File: src/rtl/uart_cfg_sequencer.sv
// uart_cfg_sequencer
//   Master-side configuration sequencer for the UART link. A start request
//   latches the requested configuration and sends four packets in order:
//   data width, stop bits, parity mode and end-of-configuration. Each packet
//   goes through the shared transmitter handshake. The sequencer then waits
//   for the remote acknowledgment byte, with a timeout and a bounded number
//   of re-sends. Once the end packet is acknowledged, the configuration is
//   committed to the local TX/RX datapath.
//
// Ports
//   clk_i, rst_i      system clock, asynchronous active-high reset
//   start_i           single-cycle configure request (ignored while busy_o)
//   cfg_i[5:0]        requested {data_width, stop_bits, parity_mode}
//   tx_data_o[7:0]    packet byte for the transmitter
//   tx_start_o        single-cycle transmit strobe
//   tx_done_i         transmitter finished the current byte
//   rx_data_i[7:0]    received byte, qualified by rx_valid_i
//   busy_o            sequence in progress
//   done_o / fail_o   single-cycle commit / abort pulses
//   cfg_o[5:0]        active configuration for the TX/RX datapath
module uart_cfg_sequencer #(
  parameter int unsigned ACK_TIMEOUT_CYCLES = 5_000_000,
  parameter int unsigned MAX_RETRIES        = 3,
  parameter logic [7:0]  ACKN_BYTE          = 8'hFF
) (
  input  logic       clk_i,
  input  logic       rst_i,
  input  logic       start_i,
  input  logic [5:0] cfg_i,
  output logic [7:0] tx_data_o,
  output logic       tx_start_o,
  input  logic       tx_done_i,
  input  logic [7:0] rx_data_i,
  input  logic       rx_valid_i,
  output logic       busy_o,
  output logic       done_o,
  output logic       fail_o,
  output logic [5:0] cfg_o
);

  localparam int unsigned TMO_W   = (ACK_TIMEOUT_CYCLES > 1) ? $clog2(ACK_TIMEOUT_CYCLES) : 1;
  localparam int unsigned RETRY_W = (MAX_RETRIES > 0) ? $clog2(MAX_RETRIES + 1) : 1;
  localparam logic [TMO_W-1:0]   TMO_LAST  = TMO_W'(ACK_TIMEOUT_CYCLES - 1);
  localparam logic [RETRY_W-1:0] RETRY_MAX = RETRY_W'(MAX_RETRIES);
  localparam logic [5:0]         CFG_STD   = 6'b11_00_00;

  typedef enum logic [2:0] {
    IDLE, CHECK, SEND, WAIT_TX, WAIT_ACK, COMMIT, ABORT
  } state_t;

  state_t             state, state_d;
  logic [5:0]         pend, pend_d;
  logic [1:0]         idx, idx_d;
  logic [RETRY_W-1:0] retry, retry_d;
  logic [TMO_W-1:0]   tmo, tmo_d;
  logic [7:0]         tx_data, tx_data_d;
  logic [5:0]         cfg, cfg_d;
  logic               ack, nack, tmo_hit;

  // Packet index 0..3 maps to DW, SB, PM, END.
  function automatic logic [7:0] pkt(input logic [5:0] c, input logic [1:0] i);
    case (i)
      2'd0:    pkt = {4'b0000, c[5:4], 2'b01};
      2'd1:    pkt = {4'b0000, c[3:2], 2'b10};
      2'd2:    pkt = {4'b0000, c[1:0], 2'b11};
      default: pkt = 8'h00;
    endcase
  endfunction

  assign ack     = rx_valid_i && (rx_data_i == ACKN_BYTE);
  assign nack    = rx_valid_i && (rx_data_i != ACKN_BYTE);
  assign tmo_hit = (tmo == TMO_LAST);

  always_comb begin
    state_d = state;
    pend_d  = pend;
    idx_d   = idx;
    retry_d = retry;
    tmo_d   = tmo;
    cfg_d   = cfg;
    case (state)
      IDLE: begin
        if (start_i) begin
          pend_d  = cfg_i;
          idx_d   = '0;
          retry_d = '0;
          state_d = CHECK;
        end
      end
      CHECK:   state_d = pend[3] ? ABORT : SEND;
      SEND:    state_d = WAIT_TX;
      WAIT_TX: begin
        if (tx_done_i) begin
          tmo_d   = '0;
          state_d = WAIT_ACK;
        end
      end
      WAIT_ACK: begin
        tmo_d = tmo + 1'b1;
        // An ACK takes priority over a timeout landing in the same cycle.
        if (ack) begin
          if (idx == 2'd3) begin
            state_d = COMMIT;
          end else begin
            idx_d   = idx + 1'b1;
            retry_d = '0;
            state_d = SEND;
          end
        end else if (nack || tmo_hit) begin
          if (retry < RETRY_MAX) begin
            retry_d = retry + 1'b1;
            state_d = SEND;
          end else begin
            state_d = ABORT;
          end
        end
      end
      COMMIT: begin
        cfg_d   = pend;
        state_d = IDLE;
      end
      ABORT:   state_d = IDLE;
      default: state_d = IDLE;
    endcase
    // Byte is loaded on the way into SEND so it is valid alongside the strobe
    // and then held until the next SEND.
    tx_data_d = (state_d == SEND) ? pkt(pend_d, idx_d) : tx_data;
  end

  always_ff @(posedge clk_i or posedge rst_i) begin
    if (rst_i) begin
      state   <= IDLE;
      pend    <= '0;
      idx     <= '0;
      retry   <= '0;
      tmo     <= '0;
      tx_data <= '0;
      cfg     <= CFG_STD;
    end else begin
      state   <= state_d;
      pend    <= pend_d;
      idx     <= idx_d;
      retry   <= retry_d;
      tmo     <= tmo_d;
      tx_data <= tx_data_d;
      cfg     <= cfg_d;
    end
  end

  assign tx_data_o  = tx_data;
  assign tx_start_o = (state == SEND);
  assign busy_o     = (state != IDLE);
  assign done_o     = (state == COMMIT);
  assign fail_o     = (state == ABORT);
  assign cfg_o      = cfg;

endmodule

File: config.mk
export PLATFORM = sky130hd
export DESIGN_NAME = uart_cfg_sequencer
export DESIGN_NICKNAME = d
export VERILOG_FILES = /design/src/rtl/uart_cfg_sequencer.sv
export SDC_FILE = /design/constraint.sdc
export NUM_CORES = 1
export LEC_CHECK = 0
export ABC_AREA = 1
export CELL_PAD_IN_SITES_DETAIL_PLACEMENT = 1
export CELL_PAD_IN_SITES_GLOBAL_PLACEMENT = 1
export CORE_ASPECT_RATIO = 1.5
export CORE_MARGIN = 2
export CORE_UTILIZATION = 40
export CTS_CLUSTER_DIAMETER = 60
export DETAILED_ROUTE_END_ITERATION = 8
export PLACE_DENSITY_LB_ADDON = 0.1
export SLEW_MARGIN = 15
export SYNTH_ARGS = -nofsm -noshare
export SYNTH_HDL_FRONTEND = slang
export SYNTH_SLANG_ARGS = --single-unit
export TNS_END_PERCENT = 5
File: constraint.sdc
create_clock -name clk_i -period 2.55 [get_ports clk_i]
set_input_delay 0.765 -clock clk_i [delete_from_list [all_inputs] [get_ports clk_i]]
set_output_delay 0.765 -clock clk_i [all_outputs]
set_load 0.1 [all_outputs]
==> results of run 1 <==
==> worst min path at each step <==
stage	start	end	slack [ns]	cells past startpoint
floorplan	tmo[22]	tmo[22]	0.45	1
global placement	retry[1]	retry[1]	0.47	2
detailed placement	cfg_o[1]	cfg_o[1]	0.48	2
CTS	tmo[22]	tmo[22]	0.50	1
global route	tmo[22]	tmo[22]	0.52	1
finish	tmo[22]	tmo[22]	0.49	1
==> logic make-up (layout without fill, tap and decap cells) <==
kind of cell	Yosys count	in the layout
AOI/OAI and AO/OA	58	58
other	1	4
DFF	46	46
and+or+nand+nor	156	156
adders and majority gates	6	6
muxes	2	2
buffers and inverters	64	108
xor gates and xnor gates	1	1
==> worst max-delay path: stages, from the launching register on <==
cell and delay [ns]:
dfrtp_1 0.42, inv_2 0.10, nor2_1 0.15, inv_1 0.09, nor2_1 0.29, buf_12 0.22
==> flip-flops by register name (all words and copies together) (netlist names) <==
register	flops
tx_data_o	4
state	3
idx	2
cfg_o	6
retry	2
tmo	23
pend	6
==> where the power goes <==
part	internal (mW)	switching (mW)	total [mW]
clock	0.294	0.277	0.571
combinational	0.576	1.42	2.00
sequential	0.965	0.172	1.14
==> per-layer routing <==
| metal | share of wire | global-route usage | vias to the layer above | wire [um] |
|---|---|---|---|---|
| li1 | - | - | 1152 | - |
| met1 | 0.39 | 0.211 | 1102 | 2540 |
| met2 | 0.57 | 0.396 | 28 | 3690 |
| met3 | 0.020 | 0.0271 | 9 | 128 |
| met4 | 0.020 | 0.0695 | 0 | 131 |
| met5 | 0 | 0 | - | 0 |
==> through the flow <==
stage / TNS, ns / instances / power [mW]
2_1_floorplan: -0.580 / 337 / 2.60
3_3_place_gp: -1.11 / 449 / 3.12
3_5_place_dp: -1.43 / 449 / 3.16
4_1_cts: 0 / 457 / 3.75
5_1_grt: 0 / 457 / 3.98
6_report: 0 / 457 / 3.71
==> what timing repair did <==
action	4_1_cts	5_1_grt
gates resized for setup	1	13
setup endpoints to repair	2	5
hold endpoints to repair	0	0
pin swaps	0	2
==> cell type report <==
type | count | area share
multi-input combinational | 227 | 0.384
sequential | 46 | 0.353
timing repair buffer | 45 | 0.136
inverter | 55 | 0.0639
tap | 76 | 0.0291
clock buffer | 5 | 0.0210
clock inverter | 3 | 0.0134
==> synth_stat cells (all sizes together) <==
cell type / n
nand3: 22
a22oi: 1
xor2: 1
o31ai: 2
inv: 53
or2: 1
nor4: 1
a31oi: 2
ha: 6
nand2: 86
a21boi: 1
a22o: 1
nor2: 32
o211ai: 1
nand4: 6
o311ai: 1
a21oi: 16
a32o: 1
dfstp: 2
conb: 1
mux2i: 2
buf: 7
clkinv: 2
o22ai: 3
o21ai: 25
o21bai: 4
clkbuf: 2
nor3: 8
dfrtp: 44
==> flow_summary_export.csv, run 1 <==
group,metric,value,unit
timing,layout_setup_ws,0.206,ns
synth,synth_cells,334,
drt,avgViaCountPerCell,5.01,
synth,ys_ff_latch,46,
synth,seq_area_frac_synth,0.439,
cells_and_area,seqCellArea,1150,um^2
place,portBuffers,32,
clock_tree,cts_setup_buffers,0,
worst_setup_path,crit_arrival,1.58,ns
place,place.gp.congestion,0.755,
place,dp_hpwl,4970,um
synth,yosys.area.top_type,"dfrtp_1",
worst_setup_path,cp_max_fo,6,
drt,drt_iter0_drc,68,
worst_setup_path,timing.rr.end,"tx_data_o[2]",
worst_setup_path,r2r_cells,13,
cells_and_area,nets,405,
timing,setup_viol,0,
power_and_ir_drop,ir_worst_vdd,1030,uV
hold_path,hold_class,"reg2reg",
synth,yosysWarningCount,0,
die,ios,37,
drt,post_drt_wl_per_cell,14.2,um
cells_and_area,final_util,0.508,
cells_and_area,drive_gt1_frac,0.218,
synth,muxShareOfSynthArea,0.00762,
power_and_ir_drop,p_per_area,1130,nW/um^2
place,post-place-ws,-0.357,ns
place,dpl_cell_area,3120,um^2
cells_and_area,finalInstanceArea,3270,um^2
die,initial_utilization,0.408,
worst_setup_path,rr_startpoint,"state[2]",
synth,synthAdderAreaFrac,0.0286,
die,row_count,36,
run_status,outcome,"complete, no violations",
synth,avgSynthCellArea,7.86,um^2
cells_and_area,area.growth.synth_to_final,24.6,%
global_routing,grt_usage,0.198,
cells_and_area,n_fill_cell,804,
clock_tree,cts.sinks,46,
cells_and_area,diodes,0,
worst_setup_path,cp-startpoint,"state[0]",
timing,finalCritPeriodShare,0.919,
clock_tree,ctsHtreeMaxLevel,2,
synth,yosysUniqueCellTypes,40,
synth,synth-compound-area-share,0.128,
cells_and_area,final_common_cell,"nand2_1",
global_routing,antenna_found_initial,0,
drt,drc,0,
run,drv_cap,0,
global_routing,grt_first_pass_wirelength,11300,um
clock_tree,cts_max_path_buffers,2,
timing,timing.hold.ws,0.493,ns
die,die_area,7240,um^2
drt,drtPass1Iterations,4,
worst_setup_path,endpoint_kind,"output pin",
synth,yosysTopAreaCellShare,0.419,
synth,netlist_area,2630,um^2
synth,synth_xor_area_frac,0.00333,
timing,clock.fmax,0.427,GHz
worst_setup_path,crit_path_start_kind,"flip-flop",
clock_tree,cts.hold.buffers_added,0,
die,dieWidth,70.2,um
global_routing,grt_overflow,0,
worst_setup_path,required,1.79,ns
timing,finalHoldViolCount,0,
drt,drt-total-wl,6500,um
timing,fin_skew,0.00969,ns
global_routing,grt_max_degree,47,
die,dieHeight,103,um
timing,min_period,2.34,ns
synth,synth_top_family_by_area,"simple AND/OR/NAND/NOR gates",
drt,vias,2291,
clock_tree,cts_buffers,5,
cells_and_area,layout_common_cells,"78 x nand2_1, 44 x dfrtp_1, 41 x inv_1",
clock_tree,path_clk_slew,0.09,ns
worst_setup_path,criticalPathCategory,"reg2out",
timing,slew_violations,0,
clock_tree,cts_tree,"built",
clock_tree,cts-root-buf,"clkbuf_8",
global_routing,grt_pass1_vias,2408,
worst_setup_path,r2r_setup_slack,0.49,ns
timing,rsz0062_at_grt,"false",
power_and_ir_drop,p_leak,1.54,nW
drt,ant_nets,0,
synth,yosys-top-cells-area,"dfrtp_1 42%, nand2_1 11%, inv_1 6.1%",
cells_and_area,multi_input_area,1260,um^2
clock_tree,clk_latency,0.31,ns
die,design.core.area,6440,um^2
worst_setup_path,endpoint,"done_o",
synth,yosys.area_share.simple,0.288,
No activity file was read; power rests on OpenSTA's default activity.
==> run 2, diff against run 1 <==
--- a/config.mk
+++ b/config.mk
@@ -11,8 +11,10 @@
 export CORE_ASPECT_RATIO = 1.5
 export CORE_MARGIN = 2
 export CORE_UTILIZATION = 40
+export CTS_BUF_LIST = sky130_fd_sc_hd__clkbuf_4 sky130_fd_sc_hd__clkbuf_8 sky130_fd_sc_hd__clkbuf_16
 export CTS_CLUSTER_DIAMETER = 60
 export DETAILED_ROUTE_END_ITERATION = 8
+export HOLD_SLACK_MARGIN = 0.03
 export PLACE_DENSITY_LB_ADDON = 0.1
 export SLEW_MARGIN = 15
 export SYNTH_ARGS = -nofsm -noshare
==> results of run 2 <==
Final layout, timing and power as in run 1 (identical DEF).
